**src/rtl/atp_payment_controller.sv**
```systemverilog
// Any-Time-Payment session controller: touch, scan, collect cash,
// return change or refund, then hand the receipt to the printer.
module atp_payment_controller #(
   parameter int AMT_W     = 10,
   parameter int MAX_NOTES = 8,
   parameter int TIMEOUT   = 1000
) (
   input  logic             clk,
   input  logic             reset,
   input  logic             user_touch,
   input  logic             scan_start,
   input  logic             scan_done,
   input  logic [AMT_W-1:0] bill_amount,
   input  logic             cash_valid,
   input  logic [AMT_W-1:0] cash_inserted,
   input  logic             cancel,
   input  logic             printer_ready,
   output logic             busy,
   output logic             change_valid,
   output logic [AMT_W-1:0] change_amount,
   output logic             refund_valid,
   output logic [AMT_W-1:0] refund_amount,
   output logic             print_valid,
   output logic [AMT_W-1:0] print_paid,
   output logic             ack_printed,
   output logic             timeout_err
);

   localparam int CW = $clog2(MAX_NOTES + 1);
   localparam int TW = $clog2(TIMEOUT);
   localparam logic [CW-1:0] N_LAST = CW'(MAX_NOTES - 1);
   localparam logic [TW-1:0] T_LAST = TW'(TIMEOUT - 1);

   typedef enum logic [2:0] {
      IDLE, WAIT_SCAN, SCANNING, COLLECT, CHANGE, PRINT, REFUND
   } state_t;

   state_t           state;
   logic [AMT_W:0]   paid;
   logic [AMT_W:0]   sum;
   logic [AMT_W-1:0] due;
   logic [CW-1:0]    cnt;
   logic [TW-1:0]    timer;
   logic             expire;

   assign sum    = paid + {1'b0, cash_inserted};
   assign expire = (timer == T_LAST);

   always_ff @(posedge clk or negedge reset) begin
      if (!reset) begin
         state         <= IDLE;
         paid          <= '0;
         due           <= '0;
         cnt           <= '0;
         timer         <= '0;
         busy          <= 1'b0;
         change_valid  <= 1'b0;
         change_amount <= '0;
         refund_valid  <= 1'b0;
         refund_amount <= '0;
         print_valid   <= 1'b0;
         print_paid    <= '0;
         ack_printed   <= 1'b0;
         timeout_err   <= 1'b0;
      end else begin
         change_valid <= 1'b0;
         refund_valid <= 1'b0;
         ack_printed  <= 1'b0;
         timeout_err  <= 1'b0;
         unique case (state)
            IDLE: begin
               if (user_touch) begin
                  state         <= WAIT_SCAN;
                  busy          <= 1'b1;
                  timer         <= '0;
                  paid          <= '0;
                  cnt           <= '0;
                  due           <= '0;
                  change_amount <= '0;
                  refund_amount <= '0;
               end
            end
            WAIT_SCAN: begin
               if (cancel) begin
                  state <= IDLE;
                  busy  <= 1'b0;
               end else if (scan_start) begin
                  state <= SCANNING;
                  timer <= '0;
               end else if (expire) begin
                  state       <= IDLE;
                  busy        <= 1'b0;
                  timeout_err <= 1'b1;
               end else begin
                  timer <= timer + TW'(1);
               end
            end
            SCANNING: begin
               if (cancel) begin
                  state <= IDLE;
                  busy  <= 1'b0;
               end else if (scan_done) begin
                  due   <= bill_amount;
                  timer <= '0;
                  if (bill_amount == '0) begin
                     state       <= PRINT;
                     print_valid <= 1'b1;
                     print_paid  <= '0;
                  end else begin
                     state <= COLLECT;
                  end
               end else if (expire) begin
                  state       <= IDLE;
                  busy        <= 1'b0;
                  timeout_err <= 1'b1;
               end else begin
                  timer <= timer + TW'(1);
               end
            end
            COLLECT: begin
               if (cancel) begin
                  // a note landing with cancel is still returned
                  state         <= REFUND;
                  refund_valid  <= 1'b1;
                  refund_amount <= cash_valid ? sum[AMT_W-1:0] : paid[AMT_W-1:0];
                  if (cash_valid) paid <= sum;
               end else if (cash_valid) begin
                  paid  <= sum;
                  cnt   <= cnt + CW'(1);
                  timer <= '0;
                  if (sum >= {1'b0, due}) begin
                     state         <= CHANGE;
                     change_valid  <= 1'b1;
                     change_amount <= AMT_W'(sum - {1'b0, due});
                  end else if (cnt == N_LAST) begin
                     state         <= REFUND;
                     refund_valid  <= 1'b1;
                     refund_amount <= sum[AMT_W-1:0];
                  end
               end else if (expire) begin
                  state         <= REFUND;
                  refund_valid  <= 1'b1;
                  refund_amount <= paid[AMT_W-1:0];
                  timeout_err   <= 1'b1;
               end else begin
                  timer <= timer + TW'(1);
               end
            end
            CHANGE: begin
               state       <= PRINT;
               print_valid <= 1'b1;
               print_paid  <= due;
            end
            PRINT: begin
               if (printer_ready) begin
                  state       <= IDLE;
                  busy        <= 1'b0;
                  print_valid <= 1'b0;
                  print_paid  <= '0;
                  ack_printed <= 1'b1;
               end
            end
            REFUND: begin
               state <= IDLE;
               busy  <= 1'b0;
            end
            default: state <= IDLE;
         endcase
      end
   end

endmodule

```
**config.mk**
```make
export PLATFORM = sky130hd
export DESIGN_NAME = atp_payment_controller
export DESIGN_NICKNAME = d
export VERILOG_FILES = /design/src/rtl/atp_payment_controller.sv
export SDC_FILE = /design/constraint.sdc
export NUM_CORES = 1
export LEC_CHECK = 0
export ABC_AREA = 0
export CAP_MARGIN = 20
export CORE_MARGIN = 8
export CORE_UTILIZATION = 40
export CTS_CLUSTER_SIZE = 16
export DETAILED_ROUTE_END_ITERATION = 12
export GPL_TIMING_DRIVEN = 1
export HOLD_SLACK_MARGIN = 0.06
export PLACE_DENSITY = 0.61
export SYNTH_ARGS = -nofsm -noshare
export SYNTH_HDL_FRONTEND = slang
export SYNTH_SLANG_ARGS = --single-unit
```
**constraint.sdc**
```tcl
create_clock -name clk -period 4.17 [get_ports clk]
set_clock_uncertainty 0.15 [all_clocks]
set_input_delay 0.834 -clock clk [delete_from_list [all_inputs] [get_ports clk]]
set_output_delay 0.834 -clock clk [all_outputs]
set_load 0.01 [all_outputs]
```
**Yosys cells after proc, flatten, opt, wreduce, memory -nomap -nowiden**

Cells that the tools add are included.
W data, S select, Z words.

- Flip-flop bits (word level): 74
- Bits of input ports: 28
- Output and inout port bits: 36
- Logic and storage cells: 138

- Add/sub/neg operators: 4
- $lt $le $gt $ge: 1
- Equal/unequal tests: 23
- Mux-type cells: 80
- Reduce and logical (&&, ||, !) cells: 16

Operator list:

| operator | number |
|---|---|
| $mux W10 | 23 |
| $pmux W10 S2 | 3 |
| $pmux W10 S4 | 1 |
| $mux W3 | 13 |
| $pmux W10 S3 | 1 |
| $mux W1 | 28 |
| $reduce_and A5 Y1 | 5 |
| $mux W11 | 2 |
| $pmux W11 S2 | 1 |
| $ne A2 B2 Y1 const B | 9 |
| $pmux W3 S6 | 1 |
| $mux W4 | 3 |
| $ne A4 B4 Y1 const B | 3 |
| $reduce_and A4 Y1 | 3 |
| $add A11 B10 Y11 | 1 |
| $ge A11 B10 Y1 | 1 |
| $add A10 B1 Y10 const B | 1 |
| $eq A10 B10 Y1 const B | 1 |
| $logic_not A10 Y1 | 1 |
| $sub A10 B10 Y10 | 1 |
| $eq A3 B3 Y1 const B | 3 |
| $pmux W4 S2 | 1 |
| $eq A3 B2 Y1 const B | 2 |
| $ne A3 B3 Y1 const B | 2 |
| other kinds (12) | 14 |

**Logic depth before layout (Yosys ltp)**

Gate-level depths: netlist (run 1).

- Depth after elaboration: 6
- Mapped depth: 16
- Gate-level depth less buffers: 16

**Least setup slack after synthesis (run 1)**

OpenSTA, ideal clock, no wires.

- Path type: input to register
- Start: input port cash_inserted[0]
- End: register refund_amount[5]
- Setup time: 0.125 ns
- Data arrival time: 4.066 ns
- Data required time: 3.895 ns
- Slack: -0.171 ns
- Stages: 16
- Path buffers: 0
- Cell sequence: ha_1 inv_1 fa_1 nor2b_4 o31a_1 o21a_1 nor2_1 xnor2_1 ha_1 nand4_1 nor2_1 a211oi_1 a21oi_1 nor4_4 o41ai_4 mux2_2

- Word-level cells in the longest chain between the ends: 6
- Elaborated cells on any way between the ends: 10
- Classes of those cells: add/sub (1); order compare (1); eq/ne (1); mux (6); reduce/logical (1)

RTL lines:

| element | line | text |
|---|---|---|
| from (decl) | 15 | `input logic [AMT_W-1:0] cash_inserted,` |
| $add A11 B10 Y11 (*) | 46 | `assign sum = paid + {1'b0, cash_inserted};` |
| branches (longest 5 deep; another with $ge A11 B10 Y1) | - |  |
| to (signal assigned) | 125 | `refund_amount <= cash_valid ? sum[AMT_W-1:0] : paid[AMT_W-1:0];` |
| to (signal assigned) | 138 | `refund_amount <= sum[AMT_W-1:0];` |
| to (signal assigned) | 143 | `refund_amount <= paid[AMT_W-1:0];` |
| to (decl) | 22 | `output logic [AMT_W-1:0] refund_amount,` |

Every way passes the cells marked *. The select of a mux whose other input is x is not followed.
A chain may end at the register's enable or synchronous reset.

**Final worst setup path (run 1)**

- Start: input port cash_inserted[3]
- End: register refund_amount[6]

The elaborated chain is that of the path after synthesis.

==> results.json, run 1 <==
{
  "first_pass_iters": 4,
  "num_vias": 3859,
  "via_per_inst": 5.308,
  "wl_per_cell_um": 16.66,
  "maxCapViolations": 0,
  "cts_tree": "yes",
  "wl_um": 12110,
  "dpl.hpwl_um": 9001,
  "worst_slew_pin_slew_ns": 0.9348,
  "htreeDepth": 3,
  "antenna_found_initial": 0,
  "initial_core_util_pct": 40.28,
  "crit-reg2reg-launch": "paid[0]",
  "max_freq_mhz": 245.8,
  "p_int_mw": 2.493,
  "stdcell_count": 727,
  "io_pins": 64,
  "dp.cells": 702,
  "startpoint": "cash_inserted[3]",
  "cp.arrival_ns": 4.16,
  "clk_pin_slew_ns": 0.08,
  "num_antenna_cells": 0,
  "placed_area_mm2": 0.005469,
  "cts_sinks": 74,
  "critPathSlowestCell": "clkdlybuf4s50_1",
  "syn_nets": 517,
  "pwr-share-seq_pct": 27.2,
  "switching_share_pct": 39.68,
  "cts_hold_buffers": 0,
  "period_share_pct": 97.56,
  "clock_tree.root_cell": "clkbuf_8",
  "die_h_um": 119.6,
  "initialDrtViolationCount": 140,
  "area_delta_synth_final_pct": 35.84,
  "synth_area_mm2": 0.004290,
  "ys_seq_elements": 74,
  "synth_cells": 465,
  "seqCellArea_mm2": 0.001852,
  "grt_overflow": 0,
  "nets": 634,
  "n_fill_cell": 1017,
  "ys_types": 55,
  "async_reset_ff_share_pct": 100.0,
  "leakagePower_nw": 2.624,
  "numCtsBuffers": 9,
  "grt_pass1_wl_um": 19650,
  "portBuffers": 63,
  "num_rows": 38,
  "setup_viol": 0,
  "worstPathMaxFanout": 5,
  "fin_crit_ns": 4.068,
  "final_area_mm2": 0.005828,
  "ant_nets": 0,
  "cpPeakStageDelay_ns": 0.50,
  "required_ns": 4.26,
  "clock_latency_ns": 0.36,
  "yosysSeqAreaShare_pct": 43.16,
  "p_per_area_mw_per_mm2": 709.2,
  "r2r-end": "refund_amount[6]",
  "cp_cell_sequence": "clkdlybuf4s50_1, ha_4, o21ai_1, o21bai_1, o21ba_2, o21a_1, nor2_2, xnor2_2, ha_1, nand4_1, nor2_1, a211oi_2, a21oi_4, nor4_4, o41ai_4, buf_4, mux2_4",
  "clock_power_share_pct": 15.2,
  "hold_path_class": "reg2reg",
  "p_sw_mw": 1.640,
  "ff2ff_path_depth": 17,
  "yosysWarnings": 0,
  "cts_buffer_depth": 2,
  "crit_path_end": "refund_amount[6]",
  "outcome": "finished clean",
  "synth.avg_cell_area_um2": 9.227,
  "ff2ff_setup_slack_ns": 0.40,
  "combPwrFrac_pct": 57.6,
  "synth-edff-count": 0,
  "synth_ff_type": "dfrtp_1",
  "max-slew-margin-rel_pct": 37.68,
  "hold_slack_ns": 0.3364,
  "gp_congestion": 0.8773,
  "grt_usage_pct": 17.02,
  "startpoint_type": "input port",
  "critPathCaptureType": "flop",
  "grt_pass1_vias": 3968,
  "slew_viol_final": 0,
  "drive_gt1_share_pct": 18.57,
  "power.total_mw": 4.133,
  "multi_input_area_mm2": 0.002395,
  "drcViolationCount": 0,
  "vdd_drop_max_uv": 299.7,
  "final_hold_viol_count": 0,
  "path_class": "in2reg",
  "grt_max_degree": 75,
  "die_x_um": 119.6,
  "whs_path_depth": 2,
  "die_area_mm2": 0.01430,
  "coreArea_mm2": 0.01065,
  "tns_ns": 0
}
-- flip-flops by register name, indices dropped and copies added (netlist names) --
| name | cells |
|---|---|
| state | 3 |
| refund_valid | 1 |
| paid | 11 |
| print_valid | 1 |
| timer | 10 |
| timeout_err | 1 |
| busy | 1 |
| print_paid | 10 |
| refund_amount | 10 |
| change_valid | 1 |
| change_amount | 10 |
| cnt | 4 |
| due | 10 |
| ack_printed | 1 |
-- layer usage --
metal / part of all wire, % / wire length, µm / global-route usage, %
met1: 44 / 5342 / 21.12
met2: 48 / 5857 / 28.15
met3: 4.9 / 589 / 3.100
met4: 2.6 / 319 / 8.041
met5: 0 / 0 / 0
-- power groups by stage --
| stage | sequential [mW] | clock (mW) | combinational, mW |
|---|---|---|---|
| after floorplan | 1.10 | 0 | 1.24 |
| after global placement | 1.13 | 0 | 2.22 |
| after detailed placement | 1.13 | 0 | 2.24 |
| after CTS | 1.12 | 0.646 | 2.30 |
| after global routing | 1.15 | 0.669 | 2.61 |
| final | 1.12 | 0.629 | 2.38 |
-- critical path, delay by kind of cell --
family	cells	cell delay [ns]
xor+xnor	1	0.15
simple gates	4	0.67
fa+ha+maj	2	0.51
buf+inv	2	0.67
compound gates	7	1.02
mux	1	0.29
-- how the worst min path moves through the flow --
stage / startpoint / endpoint / slack (ns)
3_3_place_gp: change_amount[1] / change_amount[1] / 0.32
4_1_cts: change_amount[2] / change_amount[2] / 0.34
3_5_place_dp: change_amount[2] / change_amount[2] / 0.32
6_report: change_amount[7] / change_amount[7] / 0.34
5_1_grt: change_amount[6] / change_amount[6] / 0.37
2_1_floorplan: timer[5] / timer[5] / 0.32
-- final cells by class --
class | instances | area share, %
multi-input combinational | 346 | 41.09
clock inverter | 5 | 1.331
tap | 140 | 3.006
inverter | 28 | 1.803
timing repair buffer | 123 | 18.57
sequential | 74 | 31.77
clock buffer | 11 | 2.426
-- cells in the mapped netlist, drive strengths merged, types with 2 or more instances --
cell type	instances	area share (%)
o31ai	6	1.2
nand2	63	5.5
or2	2	0.29
a21oi	27	3.2
o21ai	59	7.0
o2bb2ai	6	1.2
a21boi	2	0.35
buf	2	0.29
o41ai	2	0.85
nor4	4	0.93
a22o	16	3.3
nand2b	6	0.87
mux2	5	1.3
nand4	4	0.58
ha	22	6.4
o21a	4	0.70
o211ai	3	0.64
and2	2	0.29
dfrtp	74	43
mux2i	11	2.6
xor2	8	1.6
clkbuf	15	1.3
a31oi	2	0.29
and3	6	0.87
nor2	31	2.7
nor3	6	0.70
nand3	8	0.93
nor2b	4	0.76
a211oi	4	0.70
inv	27	2.4
or3	2	0.29
o31a	2	0.41
xnor2	8	1.6
a21o	8	1.4
fa	2	0.93
-- per-stage QoR --
step                utilization, %  setup WS (ns)
floorplan                        -       -0.04921
CTS                          53.78        0.03298
global placement             51.35        -0.4677
detailed placement           51.35        -0.6126
global route                 54.72       -0.02298
finish                       54.72         0.1019
-- cell families (layout without fill, tap and decap cells) --
kind of cell | count (synthesis) | after routing | synth area share [%]
AOI/OAI and AO/OA | 149 | 149 | 23.01
xor gates and xnor gates | 16 | 16 | 3.266
adders and majority gates | 24 | 24 | 7.349
buffers and inverters | 45 | 167 | 4.054
DFF | 74 | 74 | 43.16
muxes | 16 | 16 | 3.879
and+or+nand+nor | 141 | 141 | 15.28
-- cells in the final DEF (no fill, tap or decap), types with 8 or more instances in the layout --
cell             netlist  routed
a21o_1                 8       8
nand2_1               63      63
ha_1                  22      18
xor2_1                 8       8
a22o_1                16      16
clkdlybuf4s50_1        0      59
a21oi_1               26      24
mux2i_1               11      11
clkbuf_8               0      10
inv_1                 27      26
buf_4                  1      60
dfrtp_1               74      74
o21ai_0               58      56
nand3_1                8       8
nor2_1                31      29
-- timing repair --
action,4_1_cts,5_1_grt
setup buffers,3,7
pin swaps,7,13
endpoints found under the setup margin,22,22
resized for setup,5,11
No activity file was read; power rests on OpenSTA's default activity.
==> run 2: changes to the inputs <==
--- a/config.mk
+++ b/config.mk
@@ -7,13 +7,16 @@
 export LEC_CHECK = 0
 export ABC_AREA = 0
 export CAP_MARGIN = 20
+export CELL_PAD_IN_SITES_DETAIL_PLACEMENT = 1
+export CELL_PAD_IN_SITES_GLOBAL_PLACEMENT = 1
 export CORE_MARGIN = 8
 export CORE_UTILIZATION = 40
+export CTS_CLUSTER_DIAMETER = 40
 export CTS_CLUSTER_SIZE = 16
 export DETAILED_ROUTE_END_ITERATION = 12
 export GPL_TIMING_DRIVEN = 1
 export HOLD_SLACK_MARGIN = 0.06
-export PLACE_DENSITY = 0.61
+export PLACE_DENSITY = 0.77
 export SYNTH_ARGS = -nofsm -noshare
 export SYNTH_HDL_FRONTEND = slang
 export SYNTH_SLANG_ARGS = --single-unit
==> run 2 against run 1 <==
Net effect:
- global-route usage grew 2.5 points
- sequential share of layout area rose by 0.25 points
- largest power group unchanged
- largest cell class unchanged
- setup slack better by 0.027 ns
- maximum frequency up 0.67%
- sequential power about the same
==> results.json, run 2 (same netlist as run 1, synthesis figures left out) <==
{
  "drt-met1-wl_um": 6067,
  "via_per_inst": 5.543,
  "required_ns": 4.26,
  "max-slew-margin-rel_pct": 35.40,
  "vdd_drop_max_uv": 276.0,
  "die_h_um": 119.6,
  "grt_usage_pct": 19.54,
  "period_share_pct": 96.91,
  "seqCellArea_mm2": 0.001852,
  "multi_input_area_mm2": 0.002374,
  "outcome": "finished clean",
  "hold_path_class": "reg2reg",
  "critPathTopFamily": "compound AO/OA/AOI/OAI gates",
  "grt_pass1_wl_um": 22520,
  "numCtsBuffers": 9,
  "route.met2.wl_um": 6833,
  "tns_ns": 0,
  "coreArea_mm2": 0.01065,
  "fin_crit_ns": 4.041,
  "drive_gt1_share_pct": 17.70,
  "clock_latency_ns": 0.36,
  "cts_sinks": 74,
  "cp_cell_sequence": "clkbuf_2, ha_4, buf_4, a211oi_2, o21bai_1, o21ba_2, o21a_1, nor2_1, xnor2_1, ha_1, nand4_1, nor2_1, a211oi_2, a21oi_2, nor4_4, o41ai_4, buf_4, mux2_4",
  "dpl.hpwl_um": 10130,
  "cpPeakStageDelay_ns": 0.36,
  "wl_um": 13770,
  "htreeDepth": 3,
  "largest_register_ffs": 11,
  "wl_met3_um": 457,
  "slew_viol_final": 0,
  "drcViolationCount": 0,
  "grt_overflow": 0,
  "path_buf_inv": 3,
  "clock_tree.root_cell": "clkbuf_8",
  "max_freq_mhz": 247.5,
  "final_area_mm2": 0.005782,
  "ff2ff_path_depth": 17,
  "initial_core_util_pct": 40.28,
  "startpoint_type": "input port",
  "n_fill_cell": 1249,
  "cp.arrival_ns": 4.13,
  "ant_nets": 0,
  "path_class": "in2reg",
  "die_x_um": 119.6,
  "final_hold_viol_count": 0,
  "first_pass_iters": 4,
  "leakagePower_nw": 2.614,
  "critPathSlowestCell": "ha_1",
  "grt_pass1_vias": 4359,
  "top_register": "paid",
  "initialDrtViolationCount": 182,
  "maxCapViolations": 0,
  "antenna_found_initial": 0,
  "num_vias": 4002,
  "area_delta_synth_final_pct": 34.76,
  "layout_common_cells": "dfrtp_1, nand2_1, clkdlybuf4s50_1",
  "wl_per_cell_um": 19.07,
  "dp.cells": 702,
  "io_pins": 64,
  "mostFrequentLayoutCell": "dfrtp_1",
  "clk_pin_slew_ns": 0.09,
  "stdcell_count": 722,
  "highest_layer": "met4",
  "die_area_mm2": 0.01430,
  "setup_viol": 0,
  "worst-path-stages": 18,
  "cts_tree": "yes",
  "final_util_pct": 54.29,
  "worst_slew_pin_slew_ns": 0.9689,
  "placed_area_mm2": 0.005469,
  "nets": 629,
  "p_per_area_mw_per_mm2": 727.4,
  "portBuffers": 63,
  "gp_congestion": 0.8810,
  "grt_max_degree": 75,
  "hold_slack_ns": 0.3450,
  "worstPathMaxFanout": 5,
  "whs_path_depth": 2,
  "num_rows": 38,
  "critPathCaptureType": "flop",
  "cts_buffer_depth": 2,
  "num_antenna_cells": 0,
  "rsz0062_at_grt": "false"
}
[run 2: area by class of cell]
| type | instances | share of cell area [%] |
|---|---|---|
| well taps | 140 | 3.030 |
| inverters | 28 | 1.818 |
| clock inverters | 4 | 1.255 |
| repair buffers | 118 | 17.96 |
| clock buffers | 12 | 2.857 |
| multi-input cells | 346 | 41.05 |
| flip-flops and latches | 74 | 32.03 |
[run 2: layer usage]
| layer | vias to the layer above | GRT usage, % |
|---|---|---|
| met3 | 30 | 3.805 |
| met4 | 0 | 7.728 |
| met1 | 2025 | 23.83 |
| li1 | 1873 | - |
| met2 | 74 | 33.36 |
| met5 | - | 0 |
[run 2: worst min-delay path, cell delays in order (launching register included)]
cell and delay [ns]:
dfrtp_1 0.35, nand2_1 0.05, o21ai_0 0.06
[run 2: final timing paths]
kind,start,slack (ns),to
min,change_amount[4],0.35,change_amount[4]
max,cash_inserted[0],0.13,refund_amount[5]
min reg2reg,change_amount[4],0.35,change_amount[4]
max reg2reg,paid[0],0.27,refund_amount[5]
max in group asynchronous,reset,2.77,cnt[0]
min in group asynchronous,reset,0.48,print_paid[2]
[run 2: where the power goes]
| group | switching [mW] | internal [mW] |
|---|---|---|
| clock | 0.287 | 0.385 |
| combinational | 1.22 | 1.18 |
| sequential | 0.222 | 0.915 |
[run 2: metrics by stage]
stage / worst slack, ns / power [mW]
2_1_floorplan: -0.04921 / 2.338
4_1_cts: 0.008343 / 4.164
6_report: 0.1288 / 4.206
3_3_place_gp: -0.5178 / 3.317
3_5_place_dp: -0.6432 / 3.419
5_1_grt: 0.02160 / 4.475
[run 2: repair_timing]
item / CTS / global route
pin swaps: 8 / 14
resized for setup: 3 / 14
buffers inserted: 4 / 0
endpoints found under the setup margin: 21 / 21
hold buffers: 0 / 0
